===== src/rtl/sample_pkg.sv =====
// Shared types and default sizes for the accelerometer sample path.
package sample_pkg;

    localparam int unsigned SAMPLE_WIDTH    = 16;
    localparam int unsigned FIFO_ADDR_WIDTH = 4;

    typedef logic [SAMPLE_WIDTH-1:0]  sample_t;
    typedef logic [FIFO_ADDR_WIDTH:0] fifo_count_t;

endpackage


===== src/rtl/sample_fifo_if.sv =====
// Push/pop handshake between the capture front-end, the FIFO and the drain path.
interface sample_fifo_if #(
    parameter int unsigned DATA_WIDTH = 16
) ();
    logic                  wr_en;
    logic [DATA_WIDTH-1:0] wr_data;
    logic                  rd_en;
    logic [DATA_WIDTH-1:0] rd_data;
    logic                  rd_valid;

    modport master (
        output wr_en,
        output wr_data,
        output rd_en,
        input  rd_data,
        input  rd_valid
    );

    modport slave (
        input  wr_en,
        input  wr_data,
        input  rd_en,
        output rd_data,
        output rd_valid
    );
endinterface


===== src/rtl/fifo_ram_dp.sv =====
// Simple dual-port RAM: synchronous write, enabled registered read, read-first.
module fifo_ram_dp #(
    parameter int unsigned DATA_WIDTH = 16,
    parameter int unsigned ADDR_WIDTH = 4
) (
    input  logic                  clk,
    input  logic                  rst,
    input  logic                  we,
    input  logic [ADDR_WIDTH-1:0] waddr,
    input  logic [DATA_WIDTH-1:0] wdata,
    input  logic                  re,
    input  logic [ADDR_WIDTH-1:0] raddr,
    output logic [DATA_WIDTH-1:0] rdata
);
    localparam int unsigned DEPTH = 1 << ADDR_WIDTH;

    logic [DATA_WIDTH-1:0] mem [DEPTH];
    logic [DATA_WIDTH-1:0] rdata_q;

    always_ff @(posedge clk) begin
        if (we) begin
            mem[waddr] <= wdata;
        end
    end

    // Non-blocking read sees the pre-write word on an address collision.
    always_ff @(posedge clk) begin
        if (rst) begin
            rdata_q <= '0;
        end else if (re) begin
            rdata_q <= mem[raddr];
        end
    end

    assign rdata = rdata_q;
endmodule


===== src/rtl/sample_fifo.sv =====
// Synchronous sample FIFO: pointers, occupancy, flags and sticky errors around fifo_ram_dp.
module sample_fifo
    import sample_pkg::*;
#(
    parameter int unsigned DATA_WIDTH    = SAMPLE_WIDTH,
    parameter int unsigned ADDR_WIDTH    = FIFO_ADDR_WIDTH,
    parameter int unsigned AFULL_DEFAULT = 12
) (
    input  logic                clk,
    input  logic                rst,
    input  logic                flush,
    sample_fifo_if.slave        bus,
    input  logic [ADDR_WIDTH:0] afull_thresh,
    output logic [ADDR_WIDTH:0] count,
    output logic                empty,
    output logic                full,
    output logic                almost_full,
    output logic                overflow,
    output logic                underflow,
    input  logic                clr_err
);
    localparam int unsigned DEPTH = 1 << ADDR_WIDTH;
    localparam logic [ADDR_WIDTH:0] DEPTH_CNT = {1'b1, {ADDR_WIDTH{1'b0}}};

    if (AFULL_DEFAULT > DEPTH) begin : g_bad_afull
        $error("AFULL_DEFAULT exceeds FIFO depth");
    end

    logic [ADDR_WIDTH:0] wr_ptr_q, wr_ptr_d;
    logic [ADDR_WIDTH:0] rd_ptr_q, rd_ptr_d;
    logic [ADDR_WIDTH:0] count_q, count_d;
    logic                rd_valid_q;
    logic                overflow_q, overflow_d;
    logic                underflow_q, underflow_d;
    logic                push_ok, pop_ok;

    assign empty       = (count_q == '0);
    assign full        = (count_q == DEPTH_CNT);
    assign almost_full = (count_q >= afull_thresh);

    // Acceptance uses pre-edge flags, so a same-cycle pop never makes room for a push.
    assign push_ok = bus.wr_en & ~full & ~flush;
    assign pop_ok  = bus.rd_en & ~empty & ~flush;

    always_comb begin
        wr_ptr_d = wr_ptr_q;
        rd_ptr_d = rd_ptr_q;
        count_d  = count_q;
        if (flush) begin
            wr_ptr_d = '0;
            rd_ptr_d = '0;
            count_d  = '0;
        end else begin
            if (push_ok) wr_ptr_d = wr_ptr_q + 1'b1;
            if (pop_ok)  rd_ptr_d = rd_ptr_q + 1'b1;
            if (push_ok && !pop_ok) count_d = count_q + 1'b1;
            if (pop_ok && !push_ok) count_d = count_q - 1'b1;
        end
    end

    // Set beats clear when both land in the same cycle.
    always_comb begin
        overflow_d  = overflow_q & ~clr_err;
        underflow_d = underflow_q & ~clr_err;
        if (bus.wr_en && full && !flush)  overflow_d  = 1'b1;
        if (bus.rd_en && empty && !flush) underflow_d = 1'b1;
    end

    always_ff @(posedge clk) begin
        if (rst) begin
            wr_ptr_q    <= '0;
            rd_ptr_q    <= '0;
            count_q     <= '0;
            rd_valid_q  <= 1'b0;
            overflow_q  <= 1'b0;
            underflow_q <= 1'b0;
        end else begin
            wr_ptr_q    <= wr_ptr_d;
            rd_ptr_q    <= rd_ptr_d;
            count_q     <= count_d;
            rd_valid_q  <= pop_ok;
            overflow_q  <= overflow_d;
            underflow_q <= underflow_d;
        end
    end

    fifo_ram_dp #(
        .DATA_WIDTH (DATA_WIDTH),
        .ADDR_WIDTH (ADDR_WIDTH)
    ) u_ram (
        .clk   (clk),
        .rst   (rst),
        .we    (push_ok & ~rst),
        .waddr (wr_ptr_q[ADDR_WIDTH-1:0]),
        .wdata (bus.wr_data),
        .re    (pop_ok),
        .raddr (rd_ptr_q[ADDR_WIDTH-1:0]),
        .rdata (bus.rd_data)
    );

    assign bus.rd_valid = rd_valid_q;
    assign count        = count_q;
    assign overflow     = overflow_q;
    assign underflow    = underflow_q;
endmodule


===== src/flat_wrapper.sv =====
// flat-port wrapper written by rule: the top's interface ports become plain ports
module sample_fifo_flat import sample_pkg::*;
#(
    parameter int unsigned DATA_WIDTH    = SAMPLE_WIDTH,
    parameter int unsigned ADDR_WIDTH    = FIFO_ADDR_WIDTH,
    parameter int unsigned AFULL_DEFAULT = 12
)
  (clk, rst, flush, afull_thresh, count, empty, full, almost_full, overflow, underflow, clr_err, bus_wr_en, bus_wr_data, bus_rd_en, bus_rd_data, bus_rd_valid);
  sample_fifo_if #(.DATA_WIDTH(DATA_WIDTH)) bus_i ();
  input  logic clk;
  input  logic rst;
  input  logic flush;
  input  logic [ADDR_WIDTH:0] afull_thresh;
  output logic [ADDR_WIDTH:0] count;
  output logic empty;
  output logic full;
  output logic almost_full;
  output logic overflow;
  output logic underflow;
  input  logic clr_err;
  input wire logic [$bits(bus_i.wr_en)-1:0] bus_wr_en;
  input wire logic [$bits(bus_i.wr_data)-1:0] bus_wr_data;
  input wire logic [$bits(bus_i.rd_en)-1:0] bus_rd_en;
  output wire logic [$bits(bus_i.rd_data)-1:0] bus_rd_data;
  output wire logic [$bits(bus_i.rd_valid)-1:0] bus_rd_valid;
  assign bus_i.wr_en = bus_wr_en;
  assign bus_i.wr_data = bus_wr_data;
  assign bus_i.rd_en = bus_rd_en;
  assign bus_rd_data = bus_i.rd_data;
  assign bus_rd_valid = bus_i.rd_valid;
  sample_fifo #(.DATA_WIDTH(DATA_WIDTH), .ADDR_WIDTH(ADDR_WIDTH), .AFULL_DEFAULT(AFULL_DEFAULT)) u_core (.clk(clk), .rst(rst), .flush(flush), .bus(bus_i), .afull_thresh(afull_thresh), .count(count), .empty(empty), .full(full), .almost_full(almost_full), .overflow(overflow), .underflow(underflow), .clr_err(clr_err));
endmodule

===== config.mk =====
export PLATFORM = sky130hd
export DESIGN_NAME = sample_fifo_flat
export DESIGN_NICKNAME = d
export VERILOG_FILES = /design/src/rtl/sample_pkg.sv /design/src/rtl/sample_fifo_if.sv /design/src/rtl/fifo_ram_dp.sv /design/src/rtl/sample_fifo.sv /design/src/flat_wrapper.sv
export SDC_FILE = /design/constraint.sdc
export NUM_CORES = 1
export LEC_CHECK = 0
export ABC_CLOCK_PERIOD_IN_PS = 2550
export CAP_MARGIN = 0
export CELL_PAD_IN_SITES_DETAIL_PLACEMENT = 1
export CELL_PAD_IN_SITES_GLOBAL_PLACEMENT = 2
export CORE_ASPECT_RATIO = 1.1
export CORE_MARGIN = 3
export CORE_UTILIZATION = 40
export DETAILED_ROUTE_END_ITERATION = 16
export PLACE_DENSITY = 0.76
export SLEW_MARGIN = 20
export SYNTH_ARGS = -nofsm -noshare
export SYNTH_HDL_FRONTEND = slang
export SYNTH_SLANG_ARGS = --single-unit

===== constraint.sdc =====
create_clock -name clk -period 2.55 [get_ports clk]
set_input_delay 0.51 -clock clk [delete_from_list [all_inputs] [get_ports clk]]
set_output_delay 0.51 -clock clk [all_outputs]
set_load 0.005 [all_outputs]

==> impl_metrics.json, run 1 <==
{
  "status": "complete, but fails checks",
  "failing_checks": "negative setup slack",
  "synth_top_family_by_area": "multiplexers",
  "starting_density_of_the_core_pct": 41.3,
  "critPathCaptureType": "flop",
  "list_of_cells_traversed_by_the_critical_path": "buf_6 -> nor4_4 -> and2_4 -> or2_4 -> inv_4 -> ha_4 -> inv_4 -> fa_2 -> nor2b_4 -> o21ai_2 -> a211oi_2 -> or3_4 -> a21oi_2",
  "clock_tree.htree_level_count": 1,
  "core_area_um2": 27400,
  "place.gp.congestion": 0.764,
  "post_drt_wl_per_cell_um": 23.4,
  "report.final.hold_viol_count": 0,
  "count_of_buffer_and_inverter_cells_on_the_critical_path": 3,
  "clk-insertion-delay-late_ns": 0.55,
  "netlist_instances": 692,
  "syn_nets": 734,
  "cts.clk_slew.worst_paths_ns": 0.06,
  "instances_no_fill": 1170,
  "post_synth_fa_ha_maj_area_fraction_pct": 1.73,
  "io_pins": 54,
  "max-vdd-ir-drop_mv": 0.845,
  "total_instance_count_after_detailed_placement": 1114,
  "synth-compound-area-share_pct": 5.52,
  "start_kind": "flop",
  "synth_xor_area_share_pct": 0.621,
  "worstPathArrival_ns": 3.08,
  "ys_seq_area_share_pct": 73.8,
  "clock_path_buffers": 3,
  "critical-path-max-stage-delay_ns": 0.38,
  "timing.critical_path.required_ns": 3.04,
  "clk_root_buffer_cell": "sky130_fd_sc_hd__clkbuf_16",
  "grt_setup_unrepaired": "true",
  "cts_tree": "done",
  "antenna_found_initial": 0,
  "routed_wl_um": 27300,
  "maximum_net_fanout_on_the_critical_path": 5,
  "timing.setup.critical_path_class": "reg -> reg",
  "power.density_nw_per_um2": 692,
  "cp_common_cell": "sky130_fd_sc_hd__inv_4",
  "tightest_hold_check_type": "reg -> reg",
  "power.static_leakage_uw": 0.00422,
  "numClockSinks": 288,
  "synth.mux.area_fraction_pct": 11.3,
  "post-route-drc-count": 0,
  "num-nets-final": 834,
  "via_count": 6292,
  "grt_max_degree": 70,
  "layout_min_cycle_time_ns": 2.60,
  "final_critical_path_share_of_the_clock_period_pct": 102,
  "ys_ff_latch": 288,
  "final_max_slew_viol_count": 0,
  "timing.critical_path.max_delay_family": "simple AND/OR/NAND/NOR gates",
  "area_growth_syn_to_fin_pct": 21.3,
  "std_cell_rows": 63,
  "route.detailed.vias_per_inst": 5.38,
  "die_height_um": 182,
  "floorplan.die_area_um2": 30300,
  "max_cap_viol_count": 0,
  "simple_gate_portion_of_the_synthesized_area_pct": 4.81,
  "multi_input_logic_area_um2": 2810,
  "hold-worst-slack_ns": 0.473,
  "antenna_cells_inserted": 0,
  "timing_worst_slew_pin_value_ns": 0.566,
  "globalRoute.totalOverflow": 0,
  "netlist_area_um2": 11300,
  "detailedPlacementHpwl_um": 16300,
  "first_global_vias": 6731,
  "layout_setup_ws_ns": -0.0451,
  "clock-skew-final_ns": 0.00974,
  "placement.io_buffers": 53,
  "drtPass1Iterations": 4,
  "layout.filler_cells": 2604,
  "groute.usage.overall_pct": 17.7,
  "ff_latch_area_um2": 8340,
  "tritoncts.num_buffers": 29,
  "dr.first_iter.drc_count": 392,
  "first_pass_grt_wire_length_um": 41100,
  "final_layout_size_suffix_gt1_share_pct": 14.6,
  "setup_viol": 1,
  "yosysWarnings": 0,
  "crit_path_top_delay_cell": "sky130_fd_sc_hd__or3_4",
  "antenna_left": 0,
  "fmax_ghz": 0.385,
  "synth_area_per_cell_um2": 16.3,
  "yosys.cell_types.count": 37,
  "die_width_um": 166,
  "maxSlewHeadroom_pct": 62.1
}
[power by group]
| group | total [uW] | internal (uW) | switching, uW |
|---|---|---|---|
| registers | 5160 | 5150 | 8.35 |
| clock network | 4090 | 2380 | 1710 |
| logic | 232 | 99.6 | 132 |
[final timing paths]
check | startpoint | to | cells past startpoint | slack, ns
max reg2reg | u_core.count[0] | u_core.count[4] | 13 | -0.05
max | u_core.count[0] | u_core.count[4] | 13 | -0.05
min reg2reg | u_core.underflow | u_core.underflow | 2 | 0.47
min | u_core.underflow | u_core.underflow | 2 | 0.47
[placed cells by master (no fill, tap or decap), drive strengths merged]
cell type	synthesis	routed
or3b	2	2
dfxtp	32	32
a21boi	1	1
and2	2	2
o22ai	64	64
mux2i	128	128
a21oi	11	11
dlymetal6s2s	0	2
nand2	11	11
or2	2	2
bufinv	0	3
nand2b	4	4
clkbuf	11	37
clkdlybuf4s50	0	50
nor4b	1	1
a21o	1	1
clkinv	0	12
o21ai	3	3
or3	3	3
nand3b	5	5
nand4	2	2
ha	14	14
inv	13	14
nand3	1	1
a211oi	17	17
edfxtp	256	256
nor3	1	1
xor2	5	5
xnor2	3	3
buf	25	52
nor2	51	51
fa	1	1
nor2b	5	5
nor4	17	17
[tightest hold or removal path, delay by kind of cell (launching register included)]
kind	cells	cell delay (ns)
AOI/OAI and AO/OA	1	0.06
and+or+nand+nor	1	0.06
DFF	1	0.31
[Yosys cell counts]
cell type	n	area share (%)
sky130_fd_sc_hd__xnor2_1	3	0.23
sky130_fd_sc_hd__nand2b_1	4	0.22
sky130_fd_sc_hd__o22ai_2	1	0.11
sky130_fd_sc_hd__a211oi_1	17	1.1
sky130_fd_sc_hd__nand2_1	11	0.37
sky130_fd_sc_hd__mux2i_1	128	11
sky130_fd_sc_hd__inv_2	1	0.033
sky130_fd_sc_hd__o21ai_0	3	0.13
sky130_fd_sc_hd__nor4_1	16	0.89
sky130_fd_sc_hd__nor2b_1	5	0.28
sky130_fd_sc_hd__nor4b_1	1	0.078
sky130_fd_sc_hd__nand4_1	2	0.11
sky130_fd_sc_hd__edfxtp_1	256	68
sky130_fd_sc_hd__clkbuf_2	2	0.089
sky130_fd_sc_hd__buf_2	18	0.80
sky130_fd_sc_hd__a21o_1	1	0.067
sky130_fd_sc_hd__or3b_1	2	0.16
sky130_fd_sc_hd__nor3_1	1	0.044
sky130_fd_sc_hd__ha_1	14	1.6
sky130_fd_sc_hd__and2_1	2	0.11
sky130_fd_sc_hd__o22ai_1	63	3.5
sky130_fd_sc_hd__nand3b_1	5	0.33
sky130_fd_sc_hd__xor2_1	5	0.39
sky130_fd_sc_hd__a21oi_1	11	0.49
sky130_fd_sc_hd__nand3_1	1	0.044
sky130_fd_sc_hd__dfxtp_1	32	5.7
sky130_fd_sc_hd__fa_1	1	0.18
sky130_fd_sc_hd__or3_1	3	0.17
sky130_fd_sc_hd__inv_1	12	0.40
sky130_fd_sc_hd__or2_2	1	0.055
sky130_fd_sc_hd__buf_6	4	0.40
sky130_fd_sc_hd__nor2_1	51	1.7
sky130_fd_sc_hd__or2_4	1	0.078
sky130_fd_sc_hd__buf_4	3	0.20
sky130_fd_sc_hd__nor4_4	1	0.19
sky130_fd_sc_hd__clkbuf_1	9	0.30
sky130_fd_sc_hd__a21boi_2	1	0.10
[registers in the layout, summed over array words and instances, names as in the netlist]
signal	flops
u_core.bus.rd_valid	1
u_core.count	5
u_core.overflow	1
u_core.rd_ptr_q	4
u_core.u_ram.mem	256
u_core.u_ram.rdata	16
u_core.underflow	1
u_core.wr_ptr_q	4
[per-layer routing]
metal	routed length [um]	vias to the layer above	share of wire, %	track usage [%]
li1	-	2898	-	-
met1	11300	3221	41	22.7
met2	13900	139	51	31.7
met3	1720	34	6.3	2.99
met4	385	0	1.4	3.66
met5	0	-	0	0
[metrics by stage]
stage / total power, uW / worst slack [ns] / setup TNS [ns] / util [%] / instance area (um^2)
after detailed placement: 5480 / -0.440 / -1.34 / 46.3 / 12700
after global placement: 5470 / -0.351 / -0.595 / 46.3 / 12700
after CTS: 9570 / -0.0255 / -0.0458 / 49.6 / 13600
final: 9480 / -0.0451 / -0.0451 / 50.1 / 13700
after global routing: 9790 / -0.187 / -0.187 / 50.1 / 13700
after floorplan: 5330 / 0.00360 / 0 / - / 11300
[what timing repair did]
item                                    CTS  global route
resized for setup                         4            23
pin swaps                                 0            11
setup buffers                             1             3
endpoints found under the setup margin    1             4
hold buffers                              0             0
[cell type report]
class                           count  area share, %
Inverter                           13          0.393
Sequential cell                   288           60.9
Multi-Input combinational cell    355           20.5
Clock inverter                     16           1.11
Clock buffer                       36           5.49
Timing Repair Buffer              105           8.31
Tap cell                          357           3.26
[cells by family after synthesis]
group	count (synthesis)
DFF	288
muxes	128
and+or+nand+nor	107
AOI/OAI and AO/OA	97
buffers and inverters	49
adders and majority gates	15
xor gates and xnor gates	8
Note: power is estimated with default switching activity, not from simulation.
==> run 2, diff against run 1 <==
Settings changed: CAP_MARGIN 0 to 20, SYNTH_HIERARCHICAL set to 1.
==> impl_metrics.json, run 2 <==
{
  "placement.io_buffers": 53,
  "internal_power_uw": 7660,
  "yosys.cell_types.count": 41,
  "number_of_cells_on_the_worst_reg_to_reg_path": 11,
  "start_kind": "flop",
  "routed_wl_um": 28700,
  "timing.setup.critical_path_class": "reg -> reg",
  "grt_setup_unrepaired": "true",
  "worstPathArrival_ns": 2.98,
  "ys_ff_latch": 288,
  "postSynth.asyncResetShare_pct": 0,
  "holdBufCountCts": 0,
  "synth-main-ff-cell": "sky130_fd_sc_hd__edfxtp_1",
  "globalRoute.totalOverflow": 0,
  "drtPass1Iterations": 7,
  "antenna_found_initial": 0,
  "dr.first_iter.drc_count": 439,
  "area_growth_syn_to_fin_pct": 21.5,
  "clock_path_buffers": 3,
  "synthMostInstantiatedCell": "sky130_fd_sc_hd__edfxtp_1",
  "tightest_hold_check_type": "reg -> reg",
  "antenna_cells_inserted": 0,
  "worstReg2RegStart": "u_core/count[0]",
  "netlist_instances": 718,
  "maximum_net_fanout_on_the_critical_path": 4,
  "place.gp.congestion": 0.771,
  "floorplan.die_area_um2": 30800,
  "syn_nets": 757,
  "setup_total_negative_slack_ns": 0,
  "post-route-drc-count": 0,
  "final_common_cell": "sky130_fd_sc_hd__edfxtp_1",
  "max-vdd-ir-drop_mv": 0.587,
  "first_global_vias": 7346,
  "timing.critical_path.required_ns": 3.04,
  "cts.clk_slew.worst_paths_ns": 0.06,
  "numClockSinks": 288,
  "die_height_um": 184,
  "post_synthesis_cell_type_with_the_largest_combined_area": "sky130_fd_sc_hd__edfxtp_1",
  "combinational_share_of_power_pct": 2.7,
  "maxSlewHeadroom_pct": 50.8,
  "report.final.hold_viol_count": 0,
  "critical-path-max-stage-delay_ns": 0.45,
  "final_critical_path_share_of_the_clock_period_pct": 97.5,
  "detailedPlacementHpwl_um": 18500,
  "first_pass_grt_wire_length_um": 43500,
  "route.detailed.vias_per_inst": 5.46,
  "final_layout_size_suffix_gt1_share_pct": 18.5,
  "clk_root_buffer_cell": "sky130_fd_sc_hd__clkbuf_16",
  "max_cap_viol_count": 0,
  "yosysWarnings": 6,
  "fmax_ghz": 0.402,
  "critPathCaptureType": "flop",
  "layout.cells.most_common_list": "sky130_fd_sc_hd__edfxtp_1 (256), sky130_fd_sc_hd__mux2i_1 (131), sky130_fd_sc_hd__buf_4 (66)",
  "clock-skew-final_ns": 0.0353,
  "number_of_enable_flip_flop_cells_after_synthesis": 256,
  "clock_tree.htree_level_count": 1,
  "hold_path.startpoint": "u_core/u_ram/rdata[10]",
  "power.density_nw_per_um2": 684,
  "crit_path_top_delay_cell": "sky130_fd_sc_hd__or4_4",
  "r2r_slack_ns": 0.06,
  "register_share_of_total_power_pct": 54.0,
  "starting_density_of_the_core_pct": 41.0,
  "synth_top_cells_by_area": "sky130_fd_sc_hd__edfxtp_1 (67%), sky130_fd_sc_hd__mux2i_1 (11%), sky130_fd_sc_hd__dfxtp_1 (5.6%)",
  "largest-register": "u_core/u_ram/mem",
  "yosys_top_cell_area_share_pct": 66.8,
  "p_clk_share_pct": 43.3,
  "antenna_left": 0,
  "hold-worst-slack_ns": 0.471,
  "num-nets-final": 882,
  "list_of_cells_traversed_by_the_critical_path": "buf_6 -> or4_4 -> o21ai_4 -> nor2_4 -> ha_4 -> buf_6 -> ha_1 -> a21o_2 -> a21oi_1 -> or4_1 -> nand3_1",
  "layout.filler_cells": 2723,
  "largest_reg_flops": 256,
  "swShare_pct": 19.9,
  "via_count": 6705,
  "ys_seq_area_share_pct": 72.4,
  "worstHoldPathCells": 2,
  "groute.usage.overall_pct": 18.4,
  "synth.cells.most_frequent": "sky130_fd_sc_hd__edfxtp_1 (256), sky130_fd_sc_hd__mux2i_1 (132), sky130_fd_sc_hd__nand3_1 (53), sky130_fd_sc_hd__a22oi_1 (48), sky130_fd_sc_hd__nand2_1 (38)",
  "final_max_slew_viol_count": 0,
  "cp_common_cell": "sky130_fd_sc_hd__buf_6",
  "hold_end": "u_core/u_ram/rdata[10]",
  "io_pins": 54,
  "synth_area_per_cell_um2": 16.0,
  "std_cell_rows": 64,
  "core_area_um2": 28000,
  "status": "completed",
  "r2r-end": "u_core/count[3]",
  "grt_max_degree": 33,
  "timing_worst_slew_pin_value_ns": 0.736,
  "layout_min_cycle_time_ns": 2.49,
  "power.static_leakage_uw": 0.00455,
  "netlist_area_um2": 11500,
  "p_switching_uw": 1900,
  "tritoncts.num_buffers": 29,
  "die_width_um": 168,
  "setup_viol": 0,
  "post_drt_wl_per_cell_um": 23.4,
  "cts_tree": "done",
  "clk-insertion-delay-late_ns": 0.56
}
==> run 2: how the worst max path moves through the flow <==
stage / startpoint / to / slack [ns] / cells after the start
floorplan: flush / u_core/u_ram/mem[1][0] / -0.18 / 4
global placement: flush / u_core/u_ram/mem[2][6] / -0.28 / 6
detailed placement: flush / u_core/u_ram/mem[2][1] / -0.32 / 6
CTS: u_core/count[0] / almost_full / -0.16 / 8
global route: u_core/count[0] / almost_full / -0.03 / 8
finish: u_core/count[0] / u_core/count[3] / 0.06 / 11
==> run 2: critical path, delay by kind of cell, from the launching register on <==
family	cells	cell delay [ns]
AOI/OAI and AO/OA	3	0.38
DFF	1	0.36
adders and majority gates	2	0.43
and+or+nand+nor	4	0.99
buffers and inverters	2	0.24
==> run 2: final cells by class <==
class,count,area (um^2),area share (%)
sequential,288,8340,59.7
multi-input combinational,386,3010,21.5
timing repair buffer,129,1190,8.55
clock buffer,46,860,6.15
tap,363,454,3.25
clock inverter,8,73.8,0.528
inverter,9,38.8,0.278
==> run 2: power by group through the flow <==
stage	Sequential, uW	Clock (uW)	Combinational (uW)
2_1_floorplan	5260	0	65.5
3_3_place_gp	5260	0	225
3_5_place_dp	5260	0	238
4_1_cts	5160	4240	245
5_1_grt	5160	4450	279
6_report	5160	4140	256
==> run 2: cells by family after synthesis <==
group,after synthesis,share of synthesized area [%]
AO/OA/AOI/OAI,82,4.86
XOR/XNOR,6,0.457
adder cells (fa/ha/maj),12,1.37
buffers and inverters,44,2.95
flip-flops,288,72.4
multiplexers,132,11.5
AND/OR/NAND/NOR,154,6.45
==> run 2: metal layers <==
layer	track usage, %	vias up	share of wire, %
met1	23.6	3474	42
met5	0	-	0
met3	3.27	40	4.8
met4	4.35	0	1.9
li1	-	3023	-
met2	32.7	168	51
==> run 2: stage by stage <==
step	worst slack, ns	area [um^2]	cells	utilization, %	total power (uW)
final	0.0642	14000	1229	49.8	9560
after global routing	-0.0293	14000	1229	49.8	9880
after global placement	-0.278	12800	1167	45.7	5480
after floorplan	-0.183	11500	718	-	5320
after detailed placement	-0.321	12800	1167	45.7	5500
after CTS	-0.162	13800	1223	49.3	9640
==> run 2: timing repair <==
action                                  in CTS  in global routing
buffers inserted                             2                  6
endpoints found under the hold margin        0                  0
gates resized for setup                     18                 22
endpoints found under the setup margin      31                 66
pin swaps                                    1                  7
